`src/rtl/nba_merge_pkg.sv`:
```
// Shared types and helpers for the nba_merge_reg register bank.
// Holds the commit FSM state encoding and the lane-to-bit mask expansion.
package nba_merge_pkg;

    typedef enum logic [1:0] {
        IDLE   = 2'd0,
        COMMIT = 2'd1,
        DONE   = 2'd2
    } state_e;

    // Widest channel register the expansion helper supports; callers truncate to WIDTH.
    localparam int MAX_WIDTH = 128;
    localparam int MAX_IDX_W = $clog2(MAX_WIDTH);

    function automatic logic [MAX_WIDTH-1:0] lane_expand(input logic [MAX_WIDTH-1:0] mask,
                                                         input int                   lane);
        logic [MAX_WIDTH-1:0] bits;
        bits = '0;
        for (int i = 0; i < MAX_WIDTH; i++) begin
            bits[MAX_IDX_W'(i)] = mask[MAX_IDX_W'(i / lane)];
        end
        return bits;
    endfunction

endpackage

```
`src/rtl/nba_merge_lane_mux.sv`:
```
// Next pending value for one channel: folds every accepted write port into the
// current pending lanes, later ports overriding earlier ones lane by lane.
module nba_merge_lane_mux #(
    parameter int WIDTH  = 8,
    parameter int LANE   = 4,
    parameter int NPORTS = 2,
    parameter int CW     = 1,
    parameter int CHAN   = 0,
    localparam int NLANES = WIDTH / LANE
) (
    input  logic [NPORTS-1:0]        wr_en_i,
    input  logic [NPORTS*CW-1:0]     wr_chan_i,
    input  logic [NPORTS*WIDTH-1:0]  wr_data_i,
    input  logic [NPORTS*NLANES-1:0] wr_lmask_i,
    input  logic [WIDTH-1:0]         pend_data_i,
    input  logic [NLANES-1:0]        pend_mask_i,
    output logic [WIDTH-1:0]         pend_data_o,
    output logic [NLANES-1:0]        pend_mask_o
);

    // Ascending port order gives the highest port the final word on a lane.
    // Out-of-range channel indices never match any CHAN and are dropped.
    always_comb begin
        pend_data_o = pend_data_i;
        pend_mask_o = pend_mask_i;
        for (int p = 0; p < NPORTS; p++) begin
            if (wr_en_i[p] && (wr_chan_i[p*CW +: CW] == CW'(CHAN))) begin
                for (int l = 0; l < NLANES; l++) begin
                    if (wr_lmask_i[p*NLANES + l]) begin
                        pend_data_o[l*LANE +: LANE] = wr_data_i[p*WIDTH + l*LANE +: LANE];
                        pend_mask_o[l]              = 1'b1;
                    end
                end
            end
        end
    end

endmodule

```
`src/rtl/nba_merge_reg.sv`:
```
// Register bank with deferred lane-masked writes: writes merge into a pending
// buffer while idle and are applied one channel per cycle on commit.
module nba_merge_reg
    import nba_merge_pkg::*;
#(
    parameter int WIDTH  = 8,
    parameter int LANE   = 4,
    parameter int NCHAN  = 2,
    parameter int NPORTS = 2,
    localparam int NLANES = WIDTH / LANE,
    localparam int CW     = (NCHAN > 1) ? $clog2(NCHAN) : 1
) (
    input  logic                      clk_i,
    input  logic                      rst_ni,
    input  logic [NPORTS-1:0]         wr_valid_i,
    output logic                      wr_ready_o,
    input  logic [NPORTS*CW-1:0]      wr_chan_i,
    input  logic [NPORTS*WIDTH-1:0]   wr_data_i,
    input  logic [NPORTS*NLANES-1:0]  wr_lmask_i,
    input  logic                      commit_req_i,
    output logic                      commit_ack_o,
    output logic                      busy_o,
    output logic [NCHAN*WIDTH-1:0]    q_o,
    output logic [NCHAN*NLANES-1:0]   pend_mask_o,
    output logic [15:0]               commit_cnt_o
);

    state_e              state_q, state_d;
    logic [CW-1:0]       idx_q, idx_d;
    logic [15:0]         cnt_q, cnt_d;
    logic [WIDTH-1:0]    q_q       [NCHAN];
    logic [WIDTH-1:0]    q_d       [NCHAN];
    logic [WIDTH-1:0]    pend_q    [NCHAN];
    logic [WIDTH-1:0]    pend_d    [NCHAN];
    logic [NLANES-1:0]   pmask_q   [NCHAN];
    logic [NLANES-1:0]   pmask_d   [NCHAN];
    logic [WIDTH-1:0]    merge_data[NCHAN];
    logic [NLANES-1:0]   merge_mask[NCHAN];
    logic [WIDTH-1:0]    emask;
    logic                idle;
    logic [NPORTS-1:0]   wr_accept;

    assign idle      = (state_q == IDLE);
    assign wr_accept = wr_valid_i & {NPORTS{idle}};

    for (genvar c = 0; c < NCHAN; c++) begin : g_chan
        nba_merge_lane_mux #(
            .WIDTH  (WIDTH),
            .LANE   (LANE),
            .NPORTS (NPORTS),
            .CW     (CW),
            .CHAN   (c)
        ) u_lane_mux (
            .wr_en_i     (wr_accept),
            .wr_chan_i   (wr_chan_i),
            .wr_data_i   (wr_data_i),
            .wr_lmask_i  (wr_lmask_i),
            .pend_data_i (pend_q[c]),
            .pend_mask_i (pmask_q[c]),
            .pend_data_o (merge_data[c]),
            .pend_mask_o (merge_mask[c])
        );

        assign q_o[c*WIDTH +: WIDTH]          = q_q[c];
        assign pend_mask_o[c*NLANES +: NLANES] = pmask_q[c];
    end

    assign wr_ready_o   = idle;
    assign busy_o       = (state_q == COMMIT) || (state_q == DONE);
    assign commit_ack_o = (state_q == DONE);
    assign commit_cnt_o = cnt_q;

    // Same-cycle writes are merged before a commit request takes effect, so they
    // are part of the commit. COMMIT scans one channel per cycle.
    always_comb begin
        state_d = state_q;
        idx_d   = idx_q;
        cnt_d   = cnt_q;
        q_d     = q_q;
        pend_d  = pend_q;
        pmask_d = pmask_q;
        emask   = '0;
        unique case (state_q)
            IDLE: begin
                pend_d  = merge_data;
                pmask_d = merge_mask;
                if (commit_req_i) begin
                    state_d = COMMIT;
                    idx_d   = '0;
                end
            end
            COMMIT: begin
                for (int c = 0; c < NCHAN; c++) begin
                    if (idx_q == CW'(c)) begin
                        emask      = WIDTH'(lane_expand(MAX_WIDTH'(pmask_q[c]), LANE));
                        q_d[c]     = (q_q[c] & ~emask) | (pend_q[c] & emask);
                        pend_d[c]  = '0;
                        pmask_d[c] = '0;
                    end
                end
                if (idx_q == CW'(NCHAN - 1)) begin
                    state_d = DONE;
                end else begin
                    idx_d = idx_q + CW'(1);
                end
            end
            DONE: begin
                cnt_d   = cnt_q + 16'd1;
                state_d = IDLE;
            end
            default: begin
                state_d = IDLE;
            end
        endcase
    end

    always_ff @(posedge clk_i or negedge rst_ni) begin
        if (!rst_ni) begin
            state_q <= IDLE;
            idx_q   <= '0;
            cnt_q   <= '0;
            for (int c = 0; c < NCHAN; c++) begin
                q_q[c]     <= '0;
                pend_q[c]  <= '0;
                pmask_q[c] <= '0;
            end
        end else begin
            state_q <= state_d;
            idx_q   <= idx_d;
            cnt_q   <= cnt_d;
            for (int c = 0; c < NCHAN; c++) begin
                q_q[c]     <= q_d[c];
                pend_q[c]  <= pend_d[c];
                pmask_q[c] <= pmask_d[c];
            end
        end
    end

endmodule

```
`config.mk`:
```
export PLATFORM = sky130hd
export DESIGN_NAME = nba_merge_reg
export DESIGN_NICKNAME = d
export VERILOG_FILES = /design/src/rtl/nba_merge_pkg.sv /design/src/rtl/nba_merge_lane_mux.sv /design/src/rtl/nba_merge_reg.sv
export SDC_FILE = /design/constraint.sdc
export NUM_CORES = 1
export LEC_CHECK = 0
export CAP_MARGIN = 20
export CORE_MARGIN = 10
export CORE_UTILIZATION = 40
export DETAILED_ROUTE_END_ITERATION = 8
export PLACE_DENSITY = 0.69
export REMOVE_ABC_BUFFERS = 1
export SETUP_SLACK_MARGIN = 0.2
export SLEW_MARGIN = 10
export SYNTH_ARGS = -nofsm -noshare
export SYNTH_HDL_FRONTEND = slang
export SYNTH_SLANG_ARGS = --single-unit
```
`constraint.sdc`:
```
create_clock -name clk_i -period 1.4 [get_ports clk_i]
set_input_delay 0.42 -clock clk_i [delete_from_list [all_inputs] [get_ports clk_i]]
set_output_delay 0.42 -clock clk_i [all_outputs]
set_load 0.01 [all_outputs]
```
==> results.md, run 1 <==
- Tot GR Track Use: 13.3%
- Fmax: 0.623 GHz
- Hold Crit Class: primary input to async pin
- Worst path max stage delay: 400 ps
- Layout Area Growth over Synthesis: 52.8%
- Seq/Total Area, Yosys: 49.0%
- CTS Hold Bufs: 0
- Fin. Hold Viols: 0
- Placement Rows: 30
- Initial Util: 41.4%
- CTS tree: built
- Core Area: 6790 µm²
- Leakage power: 2.31 nW
- Initial antenna violation count: 0
- Min Tclk post-route: 1610 ps
- Post-synth EDFFs: 0
- Die footprint: 10800 µm²
- Arrival time at the worst endpoint: 1810 ps
- Synth Instances: 233
- Antenna cell count: 0
- WS Path Type: register to register
- Layout Nets: 399
- Top FF cell, synth: dfrtp_1
- WL/cell: 15.9 µm
- Fraction of the mapped netlist area in adder cells: 2.67%
- Maximum clock path buffer count: 2
- Port Buffers: 65
- Compound-gate portion of the synthesized area: 12.4%
- Failing checks: setup timing
- Remaining routing DRC violations: 0
- Fillcell total: 546
- Post-synthesis cell type count: 41
- Final Cycle Share: 115%
- YS warnings: 0
- Pins Over Slew Limit: 0
- Worst EP required: 1610 ps
- Placement Cell Area: 3870 µm²
- Gp weighted congestion: 0.730
- Slowest CP cell: dfrtp_1
- Maximum VDD drop: 1.08 mV
- DP HPWL: 5140 µm
- Setup TNS: -6910 ps
- Maxcap violations: 0
- Largest net degree at the start of global routing: 56
- Clk Latency, worst-skew pair: 310 ps
- Outcome: finished with violations
- Routed Antenna Nets: 0
- Async SR Flop Fraction: 100%
- Mux share of post-synthesis cell area: 13.6%
- Fin cells: 463
- Startpoint type of the worst setup path: register
- Fin area: 4290 µm²
- Setup ws final: -205 ps
- Pwr Total: 7.97 mW
- Clock Skew: 7.57 ps
- Num CTS Buffers: 5
- Fraction of layout cells with a size suffix above 1: 47.7%
- Gr ovfl total: 0
- Most frequent cells in the layout: buf_4, dfrtp_1, clkdlybuf4s50_1, buf_2, buf_6
- Syn_area_per_cell: 12.1 µm²
- Most common cell after layout, fill and taps aside: buf_4
- Placed Cells: 431
- Slew HR: 73.9%
- Starting DRT DRC Count: 55
- Vias: 2289
- Pwr/cell area: 1860 nW/µm²
- Hold slack: 84.8 ps
- CTS sink cnt: 55
- Synth Area in Simple Gates: 15.0%
- H-tree depth: 2
- DR vias/cell: 4.94
- RSZ-0062 raised after global routing: true
- Setup violators final: 53
- Post-Route WL: 7370 µm
- First-pass GRT wire length: 12000 µm
- Drt pass-1 iters: 4
- XOR/XNOR Fraction of Synth Area: 4.67%
- CP endpoint kind: register
- Crit-path cells: inv_2 > ha_4 > buf_8 > buf_6 > nand4b_4 > o21ai_2 > a21oi_1 > a21o_1
- Clock root cell: clkbuf_8
- Vias in the first global route: 2403
- I/O pin count: 66
- Synthesized area: 2810 µm²
- Die W: 104 µm
- Slew @ Worst Pin: 391 ps
- Die Ht: 104 µm
- Reg clk slew, reported paths: 100 ps
- Synth Register Bits: 55
- CP max FO: 8
- Main combinational cell family by area after synthesis: simple AND/OR/NAND/NOR gates
-- area by class of cell --
type                       instances  area (µm²)  area share [%]
timing repair buffer             131        1120            26.0
tap                               96         120            2.80
inverter                           4        15.0           0.350
clock buffer                       6        72.6            1.69
multi-input combinational        169        1580            36.8
clock inverter                     2        12.5           0.291
sequential                        55        1380            32.1
-- through the flow --
step | worst slack [ps] | util [%]
2_1_floorplan | -684 | -
3_3_place_gp | -411 | 57.0
3_5_place_dp | -484 | 57.0
4_1_cts | -177 | 60.3
5_1_grt | -313 | 63.2
6_report | -205 | 63.2
-- path summary, 6_finish.rpt --
check	slack, ps	startpoint	cells after the start	endpoint
min in group clk_i	500	register	1	register
hold / removal	80	rst_ni	2	async pin
max in group asynchronous	1060	rst_ni	2	async pin
hold reg to reg	500	register	1	register
setup / recovery	-210	state_q[1]	8	pend_q[9]
setup reg to reg	-210	state_q[1]	8	pend_q[9]
-- kinds of logic (layout without fill, tap and decap cells) --
family	Yosys count	after routing
XOR/XNOR	15	15
multiplexers	33	33
flip-flops	55	55
adder cells (fa/ha/maj)	6	6
AO/OA/AOI/OAI	58	58
AND/OR/NAND/NOR	55	57
buffers and inverters	11	143
-- cell usage after synthesis (4+ instances only) --
cell type / number / area share [%]
dfrtp_1: 55 / 49
a21oi_1: 20 / 3.6
a21o_1: 16 / 4.3
mux2i_1: 16 / 5.7
o21ai_1: 12 / 2.1
nor2_1: 10 / 1.3
xnor2_1: 9 / 2.8
mux2_1: 8 / 3.2
mux2_4: 8 / 4.3
nand2_1: 8 / 1.1
ha_1: 6 / 2.7
nand3_1: 6 / 1.1
xor2_1: 6 / 1.9
and3_1: 4 / 0.89
buf_4: 4 / 1.1
inv_1: 4 / 0.53
o21ai_0: 4 / 0.71
-- repair_timing --
action                                  4_1_cts  5_1_grt
cloned                                        2        1
hold endpoints to repair                      0        0
gates resized for setup                     202       30
setup buffers                                16        5
endpoints found under the setup margin       92       92
pin swaps                                     5        3
-- critical path: cells and delay by family (launching register included) --
| family | cells | cell delay (ps) |
|---|---|---|
| buffers and inverters | 3 | 330 |
| AOI/OAI and AO/OA | 3 | 400 |
| and+or+nand+nor | 1 | 180 |
| DFF | 1 | 400 |
| adders and majority gates | 1 | 190 |
-- per-layer routing --
metal | GRT usage [%] | vias up | routed length [µm]
met5 | 0 | - | 0
met4 | 4.17 | 0 | 91
met3 | 2.54 | 7 | 201
met2 | 24.0 | 36 | 3870
met1 | 15.4 | 1134 | 3200
li1 | - | 1112 | -
-- power by group --
group	total (mW)	switching (mW)	internal [mW]	leakage (nW)
Sequential	2.56	0.391	2.17	0.738
Clock	0.887	0.536	0.352	0.0412
Combinational	4.52	2.03	2.49	1.53
Power figures use the tool's default switching activity.
==> inputs of run 2 (changes only) <==
--- a/config.mk
+++ b/config.mk
@@ -11,7 +11,6 @@
 export DETAILED_ROUTE_END_ITERATION = 8
 export PLACE_DENSITY = 0.69
 export REMOVE_ABC_BUFFERS = 1
-export SETUP_SLACK_MARGIN = 0.2
 export SLEW_MARGIN = 10
 export SYNTH_ARGS = -nofsm -noshare
 export SYNTH_HDL_FRONTEND = slang
==> run 2 against run 1 <==
Net effect:
- the flow still finishes with violations (setup timing)
- combinational power down 3%
- sequential share of layout area up 0.066 points
- count of clock-buffer cells in the layout did not move
- critical path depth down 4
- largest power group unchanged
- critical endpoint is now commit_ack_o
- largest cell class unchanged
==> results.md, run 2 (synthesis results as in run 1) <==
- Initial antenna violation count: 0 (unchanged)
- Die W: 104 µm (unchanged)
- Core Area: 6790 µm² (unchanged)
- Clock root cell: clkbuf_8 (unchanged)
- Slew HR: 74.1% (was 73.9%)
- CTS tree: built (unchanged)
- Most frequent cells in the layout: dfrtp_1, buf_4, clkdlybuf4s50_1, clkbuf_2 (was buf_4, dfrtp_1, clkdlybuf4s50_1, buf_2, buf_6)
- Reg2reg start: state_q[0] (was state_q[1])
- WS Path Type: register to output port (was register to register)
- Hold Crit Class: primary input to async pin (unchanged)
- Fin area: 4290 µm² (about the same)
- Worst setup path startpoint: state_q[1] (unchanged)
- Maximum clock path buffer count: 2 (unchanged)
- Pwr Total: 7.81 mW (was 7.97 mW)
- Initial Util: 41.4% (unchanged)
- Most used routing layer: met2 (unchanged)
- DP HPWL: 5140 µm (unchanged)
- Setup ws final: -241 ps (was -205 ps)
- Worst EP required: 980 ps (was 1610 ps)
- Fin cells: 461 (was 463)
- Reg clk slew, reported paths: 110 ps (was 100 ps)
- CP max FO: 3 (was 8)
- DR vias/cell: 4.92 (was 4.94)
- Slowest CP cell: dfrtp_1 (unchanged)
- Most frequent CP cell: buf_6
- Port Buffers: 65 (unchanged)
- CTS Hold Bufs: 0 (unchanged)
- WL/cell: 15.8 µm (was 15.9 µm)
- Outcome: finished with violations (unchanged)
- Post-Route WL: 7290 µm (was 7370 µm)
- Reg2Reg Depth: 8 (unchanged)
- Routed Antenna Nets: 0 (unchanged)
- Top delay family on crit path: flip-flops (unchanged)
- Tot GR Track Use: 13.2% (was 13.3%)
- Placement Cell Area: 3870 µm² (unchanged)
- Die footprint: 10800 µm² (unchanged)
- Slew @ Worst Pin: 389 ps (was 391 ps)
- Met1 Use GR: 15.2% (was 15.4%)
- Gr ovfl total: 0 (unchanged)
- First-pass GRT wire length: 11900 µm (was 12000 µm)
- Startpoint type of the worst setup path: register (unchanged)
- Drt pass-1 iters: 4 (unchanged)
- Vias in the first global route: 2399 (was 2403)
- Die Ht: 104 µm (unchanged)
- Pins Over Slew Limit: 0 (unchanged)
- Leakage power: 2.31 nW (about the same)
- Fillcell total: 544 (was 546)
- Antenna cell count: 0 (unchanged)
- GR Util met3: 2.91% (was 2.54%)
- Critical path depth: 4 (was 8)
- Largest net degree at the start of global routing: 56 (unchanged)
- R2R Path End: pend_q[9] (unchanged)
- Arrival time at the worst endpoint: 1220 ps (was 1810 ps)
- GR met2 Demand/Resource: 23.6% (was 24.0%)
- Worst path max stage delay: 400 ps (about the same)
- H-tree depth: 2 (unchanged)
- Maximum VDD drop: 1.06 mV (was 1.08 mV)
- Remaining routing DRC violations: 0 (unchanged)
- Layout Nets: 397 (was 399)
- Clk Latency, worst-skew pair: 310 ps (about the same)
- RSZ-0062 raised after global routing: true (unchanged)
- Fin. Hold Viols: 0 (unchanged)
- Fmax: 0.609 GHz (was 0.623 GHz)
- Fraction of layout cells with a size suffix above 1: 43.6% (was 47.7%)
- Failing checks: setup timing (unchanged)
- Num CTS Buffers: 5 (unchanged)
- Setup violators final: 51 (was 53)
- Final Cycle Share: 117% (was 115%)
- Crit-path cells: buf_4 > buf_6 > ha_4 > buf_6 (was inv_2 > ha_4 > buf_8 > buf_6 > nand4b_4 > o21ai_2 > a21oi_1 > a21o_1)
- Starting DRT DRC Count: 67 (was 55)
- Gp weighted congestion: 0.730 (unchanged)
- R2r setup slk: -240 ps (was -210 ps)
- Min Tclk post-route: 1640 ps (was 1610 ps)
- Layout Area Growth over Synthesis: 52.5% (was 52.8%)
- Clock Skew: 9.22 ps (was 7.57 ps)
- Pre-CTS setup slack: -484 ps (unchanged)
- Setup TNS: -7470 ps (was -6910 ps)
- CP endpoint kind: output port (was register)
- Maxcap violations: 0 (unchanged)
- Pwr/cell area: 1820 nW/µm² (was 1860 nW/µm²)
- Placement Rows: 30 (unchanged)
- Vias: 2269 (was 2289)
- I/O pin count: 66 (unchanged)
- CTS sink cnt: 55 (unchanged)
- Crit path buf inv count: 3 (unchanged)
- Placed Cells: 431 (unchanged)
## run 2: cell count changes in the layout (fill, tap and decap cells not counted), moves of 14 or more
| cell | change |
|---|---|
| clkbuf_2 | +22 |
| clkdlybuf4s15_1 | +14 |
| buf_2 | -21 |
| buf_6 | -14 |
## run 2: how the worst max path moves through the flow
stage	end	slack, ps
finish	commit_ack_o	-240
global route	pend_q[8]	-340
CTS	wr_ready_o	-180
detailed placement	pend_q[9]	-480
global placement	pend_q[12]	-410
floorplan	pend_q[12]	-680
## run 2: routing by layer
metal  share of wire (%)  wire length, µm  up-vias
li1                    -                -     1106
met1                  44             3190     1118
met2                  51             3750       36
met3                 3.4              247        9
met4                 1.4              100        0
met5                   0                0        -
## run 2: what timing repair did
action                                  4_1_cts  5_1_grt
gates cloned                                  2        1
pin swaps                                     5       11
gates resized for setup                     121       48
setup buffers                                13        6
endpoints found under the setup margin       91       77
## run 2: power breakdown
group          total, mW  switching, mW  leakage (nW)  internal, mW
sequential          2.54          0.372         0.738          2.17
clock              0.891          0.539        0.0412         0.352
combinational       4.38           2.01          1.53          2.38
## run 2: per-stage QoR
stage,hold WS [ps],util (%)
after floorplan,124,-
after global placement,441,57.0
after detailed placement,442,57.0
after CTS,93.4,62.1
after global routing,106,63.1
final,76.9,63.1
## run 2: worst register-to-register path: cells and delay by family (launching register included)
| family | cells | cell delay (ps) |
|---|---|---|
| buffers and inverters | 3 | 350 |
| adders and majority gates | 1 | 190 |
| and+or+nand+nor | 1 | 190 |
| DFF | 1 | 400 |
| AOI/OAI and AO/OA | 3 | 400 |
## run 2: layout make-up
| type | instances | area (µm²) | share of cell area (%) |
|---|---|---|---|
| Timing Repair Buffer | 129 | 1080 | 25.3 |
| Sequential cell | 55 | 1380 | 32.1 |
| Clock buffer | 6 | 72.6 | 1.69 |
| Multi-Input combinational cell | 169 | 1610 | 37.5 |
| Clock inverter | 2 | 12.5 | 0.292 |
| Tap cell | 96 | 120 | 2.80 |
| Inverter | 4 | 15.0 | 0.350 |
==> inputs of run 3 (changes only) <==
--- a/config.mk
+++ b/config.mk
@@ -8,6 +8,7 @@
 export CAP_MARGIN = 20
 export CORE_MARGIN = 10
 export CORE_UTILIZATION = 40
+export CTS_CLUSTER_SIZE = 10
 export DETAILED_ROUTE_END_ITERATION = 8
 export PLACE_DENSITY = 0.69
 export REMOVE_ABC_BUFFERS = 1
==> results of run 3 <==
Final layout, timing and power as in run 2 (identical DEF).
